===== src/rtl/sp_bram_arbiter.sv =====
// Two-requester arbiter for one scratchpad BRAM port. Round-robin arbitration with burst locking
// and a MAX_BURST cap; read data is steered back to its issuer through a latency-matched tag pipe.
module sp_bram_arbiter #(
  parameter int ADDR_W    = 32,
  parameter int DATA_W    = 64,
  parameter int RD_LAT    = 1,
  parameter int MAX_BURST = 16
) (
  input  logic              clk,
  input  logic              rst,
  input  logic              m0_req,
  input  logic              m0_wen,
  input  logic [ADDR_W-1:0] m0_addr,
  input  logic [DATA_W-1:0] m0_wdata,
  input  logic              m0_last,
  output logic              m0_gnt,
  output logic              m0_rvalid,
  output logic [DATA_W-1:0] m0_rdata,
  input  logic              m1_req,
  input  logic              m1_wen,
  input  logic [ADDR_W-1:0] m1_addr,
  input  logic [DATA_W-1:0] m1_wdata,
  input  logic              m1_last,
  output logic              m1_gnt,
  output logic              m1_rvalid,
  output logic [DATA_W-1:0] m1_rdata,
  output logic [ADDR_W-1:0] bram_addr,
  output logic              bram_wen,
  output logic [DATA_W-1:0] bram_wdata,
  input  logic [DATA_W-1:0] bram_rdata
);

  localparam int CNT_W = $clog2(MAX_BURST);

  typedef enum logic [1:0] {IDLE = 2'd0, OWN0 = 2'd1, OWN1 = 2'd2} state_t;

  state_t              state_q, state_d;
  logic                rr_ptr_q, rr_ptr_d;
  logic [CNT_W-1:0]    burst_cnt_q, burst_cnt_d;
  logic [RD_LAT-1:0]   tag_vld_q, tag_vld_d;
  logic [RD_LAT-1:0]   tag_id_q, tag_id_d;
  logic [DATA_W-1:0]   rdata0_q, rdata0_d;
  logic [DATA_W-1:0]   rdata1_q, rdata1_d;
  logic                gnt_any, gnt_id, gnt_ok;
  logic                own_id, own_req, own_last, sel_wen;
  logic                rvalid0, rvalid1;

  // Arbitration state machine: picks the granted requester and tracks ownership.
  always_comb begin
    state_d     = state_q;
    rr_ptr_d    = rr_ptr_q;
    burst_cnt_d = burst_cnt_q;
    gnt_any     = 1'b0;
    gnt_id      = 1'b0;
    own_id      = (state_q == OWN1);
    own_req     = own_id ? m1_req : m0_req;
    own_last    = own_id ? m1_last : m0_last;
    case (state_q)
      IDLE: begin
        if (m0_req || m1_req) begin
          gnt_any = 1'b1;
          gnt_id  = (m0_req && m1_req) ? rr_ptr_q : m1_req;
          if (gnt_id ? m1_last : m0_last) begin
            rr_ptr_d = ~gnt_id;
          end else begin
            state_d     = gnt_id ? OWN1 : OWN0;
            burst_cnt_d = CNT_W'(1);
          end
        end else begin
          state_d = IDLE;
        end
      end
      OWN0, OWN1: begin
        // A dropped request ends the burst just like last does, minus the grant.
        if (own_req) begin
          gnt_any     = 1'b1;
          gnt_id      = own_id;
          burst_cnt_d = burst_cnt_q + CNT_W'(1);
          if (own_last || (burst_cnt_q == CNT_W'(MAX_BURST - 1))) begin
            state_d     = IDLE;
            rr_ptr_d    = ~own_id;
            burst_cnt_d = CNT_W'(0);
          end else begin
            state_d = state_q;
          end
        end else begin
          state_d     = IDLE;
          rr_ptr_d    = ~own_id;
          burst_cnt_d = CNT_W'(0);
        end
      end
      default: begin
        state_d     = IDLE;
        rr_ptr_d    = 1'b0;
        burst_cnt_d = CNT_W'(0);
      end
    endcase
  end

  // Grant steering, BRAM mux, read tag pipe and read-data return.
  always_comb begin
    gnt_ok  = gnt_any & ~rst;
    sel_wen = gnt_id ? m1_wen : m0_wen;
    m0_gnt  = gnt_ok & ~gnt_id;
    m1_gnt  = gnt_ok & gnt_id;
    if (gnt_ok) begin
      bram_addr  = gnt_id ? m1_addr : m0_addr;
      bram_wdata = gnt_id ? m1_wdata : m0_wdata;
      bram_wen   = sel_wen;
    end else begin
      bram_addr  = {ADDR_W{1'b0}};
      bram_wdata = {DATA_W{1'b0}};
      bram_wen   = 1'b0;
    end
    tag_vld_d    = {RD_LAT{1'b0}};
    tag_id_d     = {RD_LAT{1'b0}};
    tag_vld_d[0] = gnt_ok & ~sel_wen;
    tag_id_d[0]  = gnt_id;
    for (int i = 1; i < RD_LAT; i++) begin
      tag_vld_d[i] = tag_vld_q[i-1];
      tag_id_d[i]  = tag_id_q[i-1];
    end
    rvalid0   = ~rst & tag_vld_q[RD_LAT-1] & ~tag_id_q[RD_LAT-1];
    rvalid1   = ~rst & tag_vld_q[RD_LAT-1] & tag_id_q[RD_LAT-1];
    m0_rvalid = rvalid0;
    m1_rvalid = rvalid1;
    m0_rdata  = rvalid0 ? bram_rdata : rdata0_q;
    m1_rdata  = rvalid1 ? bram_rdata : rdata1_q;
    rdata0_d  = m0_rdata;
    rdata1_d  = m1_rdata;
  end

  // State, tag pipe and held read data registers.
  always_ff @(posedge clk) begin
    if (rst) begin
      state_q     <= IDLE;
      rr_ptr_q    <= 1'b0;
      burst_cnt_q <= CNT_W'(0);
      tag_vld_q   <= {RD_LAT{1'b0}};
      tag_id_q    <= {RD_LAT{1'b0}};
      rdata0_q    <= {DATA_W{1'b0}};
      rdata1_q    <= {DATA_W{1'b0}};
    end else begin
      state_q     <= state_d;
      rr_ptr_q    <= rr_ptr_d;
      burst_cnt_q <= burst_cnt_d;
      tag_vld_q   <= tag_vld_d;
      tag_id_q    <= tag_id_d;
      rdata0_q    <= rdata0_d;
      rdata1_q    <= rdata1_d;
    end
  end

endmodule


===== config.mk =====
export PLATFORM = sky130hd
export DESIGN_NAME = sp_bram_arbiter
export DESIGN_NICKNAME = d
export VERILOG_FILES = /design/src/rtl/sp_bram_arbiter.sv
export SDC_FILE = /design/constraint.sdc
export NUM_CORES = 1
export LEC_CHECK = 0
export CAP_MARGIN = 5
export CORE_AREA = 3 3 189 191
export DETAILED_ROUTE_END_ITERATION = 12
export DIE_AREA = 0 0 192 194
export PLACE_DENSITY_LB_ADDON = 0.12
export SYNTH_ARGS = -nofsm -noshare
export SYNTH_HDL_FRONTEND = slang
export SYNTH_SLANG_ARGS = --single-unit

===== constraint.sdc =====
create_clock -name clk -period 1.8 [get_ports clk]
set_input_delay 0.18 -clock clk [delete_from_list [all_inputs] [get_ports clk]]
set_output_delay 0.18 -clock clk [all_outputs]
set_load 0.05 [all_outputs]

==> reports/qor.csv <==
stage;metric;value;unit
yosys;Synth Register Bits;137;
yosys;Syn Area/Cell;10.77;µm²
sta;Hold WS;0.2485;ns
detailed_routing;Routed WL;34270;µm
grt;vias in the first global route;7385;
critical_path;Cell Chain, Critical Path;inv_4 > ha_4 > o21a_1 > o21ai_4 > nor3b_4 > buf_12 > buf_12 > a22o_4 > buf_12;
critical_path;WP data required;1.62;ns
grt;GR Util All Layers;16.87;%
floorplan;Starting Density;19.26;%
power_and_ir_drop;Leak Pwr;7.186;nW
grt;total grt overflow;0;
power_and_ir_drop;switching portion of total power;33.76;%
floorplan;Die X;192;µm
clocking;CTS buffer count;17;
power_and_ir_drop;part of the power in combinational logic;45.6;%
yosys;Synth Net Count;881;
sta;Slew Viols, Final;0;
detailed_routing;DRC;0;
yosys;post-synth cell types;43;
status;outcome;finished with violations;
grt;initial antenna violation count;8;
power_and_ir_drop;register share of total power;24.7;%
critical_path;Crit Path Class;reg2out;
detailed_routing;Detailed Route Iter0 Violations;255;
yosys;Mapped Area;0.006604;mm²
finish;Area Growth Syn to Fin;152.2;%
critical_path;Max FO, Critical Path;19;
sta;RSZ-0062 raised after global routing;true;
clocking;clk buf depth;2;
finish;layout cell share with drive strength beyond 1;51.36;%
yosys;cell taking the most area after synthesis;dfxtp_1;
finish;most common cell after layout, fill and taps aside;clkdlybuf4s50_1;
place;detailed placement HPWL;26690;µm
floorplan;DIE HEIGHT;194;µm
sta;final setup vio count;227;
detailed_routing;routed len/inst;20.91;µm
critical_path;FF-to-FF Start;state_q[0]$_SDFFE_PP0P_;
sta;FMAX;406.3;MHz
power_and_ir_drop;P_int;8.511;mW
clocking;clock sink count;137;
detailed_routing;First-pass DRT Iterations;4;
critical_path;Crit path max-delay family;buffers and inverters;
critical_path;Critical Path End;bram_wdata[18];
finish;commonest cells after routing, fill and taps aside;262 x clkdlybuf4s50_1, 183 x buf_12, 133 x dfxtp_1, 128 x and2_1, 91 x a22o_4;
sta;Final Cycle Share;136.7;%
place;placed cell count;1574;
sta;worst slew pin tran;0.5711;ns
critical_path;worst reg2reg setup slack;0.07;ns
place;PortBufs;492;
critical_path;CP max-delay cell;dfxtp_4;
grt;first-pass GRT wire length;47150;µm
yosys;Post-Syn Instances;613;
floorplan;row count;68;
sta;Setup Skew;0.01288;ns
power_and_ir_drop;Clk pwr share;29.8;%
critical_path;Reg2Reg Capture Point;burst_cnt_q[1]$_SDFFE_PP0P_;
power_and_ir_drop;pwr dens;771.6;mW/mm²
yosys;Yosys warnings;0;
detailed_routing;Vias;6964;
power_and_ir_drop;peak supply drop;0.0004199;V
floorplan;Die ar.;0.03725;mm²
critical_path;CP Launch Point;state_q[1]$_SDFFE_PP0P_;
yosys;top cells by area, synth;dfxtp_1 42%, mux2_2 22%, a22o_1 13%;
critical_path;r2r worst-path depth;8;
floorplan;CORE AREA;0.03429;mm²
grt;largest net degree at the start of global routing;69;
place;routability cong.;0.8459;
detailed_routing;antenna-violating nets left;0;
finish;Nets;1434;
critical_path;CP Data Arrival Time;2.28;ns
sta;Final Hold Violating Endpoints;0;
yosys;Post-synth EDFFs;0;
yosys;sequential fraction of the synthesis area;41.53;%
clocking;CTS tree;done;
flow_run;Max Cap Viol;0;
critical_path;CP Launch Type;flop;
clocking;root buf cell;clkbuf_16;
critical_path;crit end category;output pin;
yosys;async set-reset flop share out of synthesis;0;%
critical_path;Critical Path Max Stage Delay;0.38;ns
sta;normalized max-slew margin;61.93;%
sta;Final min period;2.461;ns
floorplan;Ports;493;
status;failing checks;setup timing;
power_and_ir_drop;Net Sw Power;4.338;mW
yosys;Synth top area share;41.53;%
critical_path;Worst Path Buf+Inv;4;
finish;fin cells;1639;
detailed_routing;Vias/cell;4.249;
worst_hold_path;min-delay worst type;in2reg;
yosys;ys flop type;dfxtp_1;
sta;Setup WS post-layout;-0.6614;ns
critical_path;critical path depth;9;
clocking;Skew-Pair Late Insertion Delay;0.42;ns
clocking;H-tree Lvls;4;
critical_path;most used cell, CP;buf_12;
clocking;clock slew seen by the registers of the worst setup and hold paths;0.06;ns
state kept, by name, indices dropped and copies added, names as in the netlist:
name,count
rdata0_q,64
rdata1_q,64
burst_cnt_q,4
state_q,2
rr_ptr_q,1
tag_id_q,1
tag_vld_q,1
logic make-up after synthesis:
group / after synthesis / synth area share [%]
compound gates: 126 / 16.46
fa+ha+maj: 4 / 0.7579
buf+inv: 58 / 4.282
flops: 137 / 41.53
mux: 128 / 21.83
simple gates: 160 / 15.14
layer usage:
layer / wire [µm] / global-route usage (%)
met1: 12890 / 18.37
met2: 18390 / 30.78
met3: 2520 / 5.478
met4: 476 / 5.208
met5: 0 / 0
power groups by stage:
| stage | clock (mW) | sequential, mW | combinational, mW |
|---|---|---|---|
| after floorplan | 0 | 3.22 | 2.87 |
| after global placement | 0 | 3.23 | 5.55 |
| after detailed placement | 0 | 3.23 | 5.55 |
| after CTS | 3.97 | 3.16 | 5.66 |
| after global routing | 4.10 | 3.18 | 6.07 |
| final | 3.82 | 3.17 | 5.85 |
tightest hold or removal path, cell delays in order:
cell            delay [ns]
dlymetal6s2s_1        0.14
buf_6                 0.13
buf_4                 0.12
a21oi_1               0.04
Yosys cell counts (2+ instances only):
library cell and n:
a21boi_0 2, a21oi_1 4, a22o_1 96, and2_1 128, and3b_1 2, buf_2 25
buf_6 4, clkbuf_1 20, dfxtp_1 137, ha_1 4, inv_1 8, mux2_2 128
nand2_1 6, nand2b_1 2, nand3_1 5, nor2_1 3, nor3b_1 3, o21a_1 4
o21ai_0 3, o21ai_1 2, o221ai_1 2, o32ai_1 3, or2b_1 2
layout make-up:
class | count | area (µm²)
Antenna cell | 6 | 15.01
Clock buffer | 17 | 425.4
Clock inverter | 14 | 210.2
Fill cell | 3097 | 17640
Inverter | 8 | 35.03
Multi-Input combinational cell | 419 | 4781
Sequential cell | 137 | 2755
Tap cell | 455 | 569.3
Timing Repair Buffer | 583 | 7861
per-stage QoR:
stage          util (%)  TNS [ns]  area (µm²)  power, mW  worst slack [ns]
2_1_floorplan         -    -10.57        7552      6.090           -0.1180
3_3_place_gp      43.46    -84.28       14900      8.778           -0.3993
3_5_place_dp      43.46    -88.28       14900      8.778           -0.4119
4_1_cts           46.01    -96.57       15780      12.79           -0.7120
5_1_grt           48.55   -104.87       16650      13.35           -0.7576
6_report          48.57    -87.75       16650      12.85           -0.6614
worst min-delay path by stage:
| stage | start | end | slack, ns | cells after the start |
|---|---|---|---|---|
| global placement | burst_cnt_q[1]$_SDFFE_PP0P_ | burst_cnt_q[1]$_SDFFE_PP0P_ | 0.46 | 2 |
| finish | rst | burst_cnt_q[1]$_SDFFE_PP0P_ | 0.25 | 4 |
| detailed placement | burst_cnt_q[1]$_SDFFE_PP0P_ | burst_cnt_q[1]$_SDFFE_PP0P_ | 0.47 | 2 |
| CTS | burst_cnt_q[1]$_SDFFE_PP0P_ | burst_cnt_q[1]$_SDFFE_PP0P_ | 0.48 | 2 |
| floorplan | rst | burst_cnt_q[1]$_SDFFE_PP0P_ | 0.25 | 1 |
| global route | rst | burst_cnt_q[1]$_SDFFE_PP0P_ | 0.25 | 4 |
repair_timing:
action	4_1_cts	5_1_grt
endpoints found under the setup margin	230	233
hold endpoints to repair	0	0
hold buffers	0	0
setup buffers	1	13
cloned	0	14
resized for setup	61	116
pin swaps	2	10
Note: power is estimated with default switching activity, not from simulation.
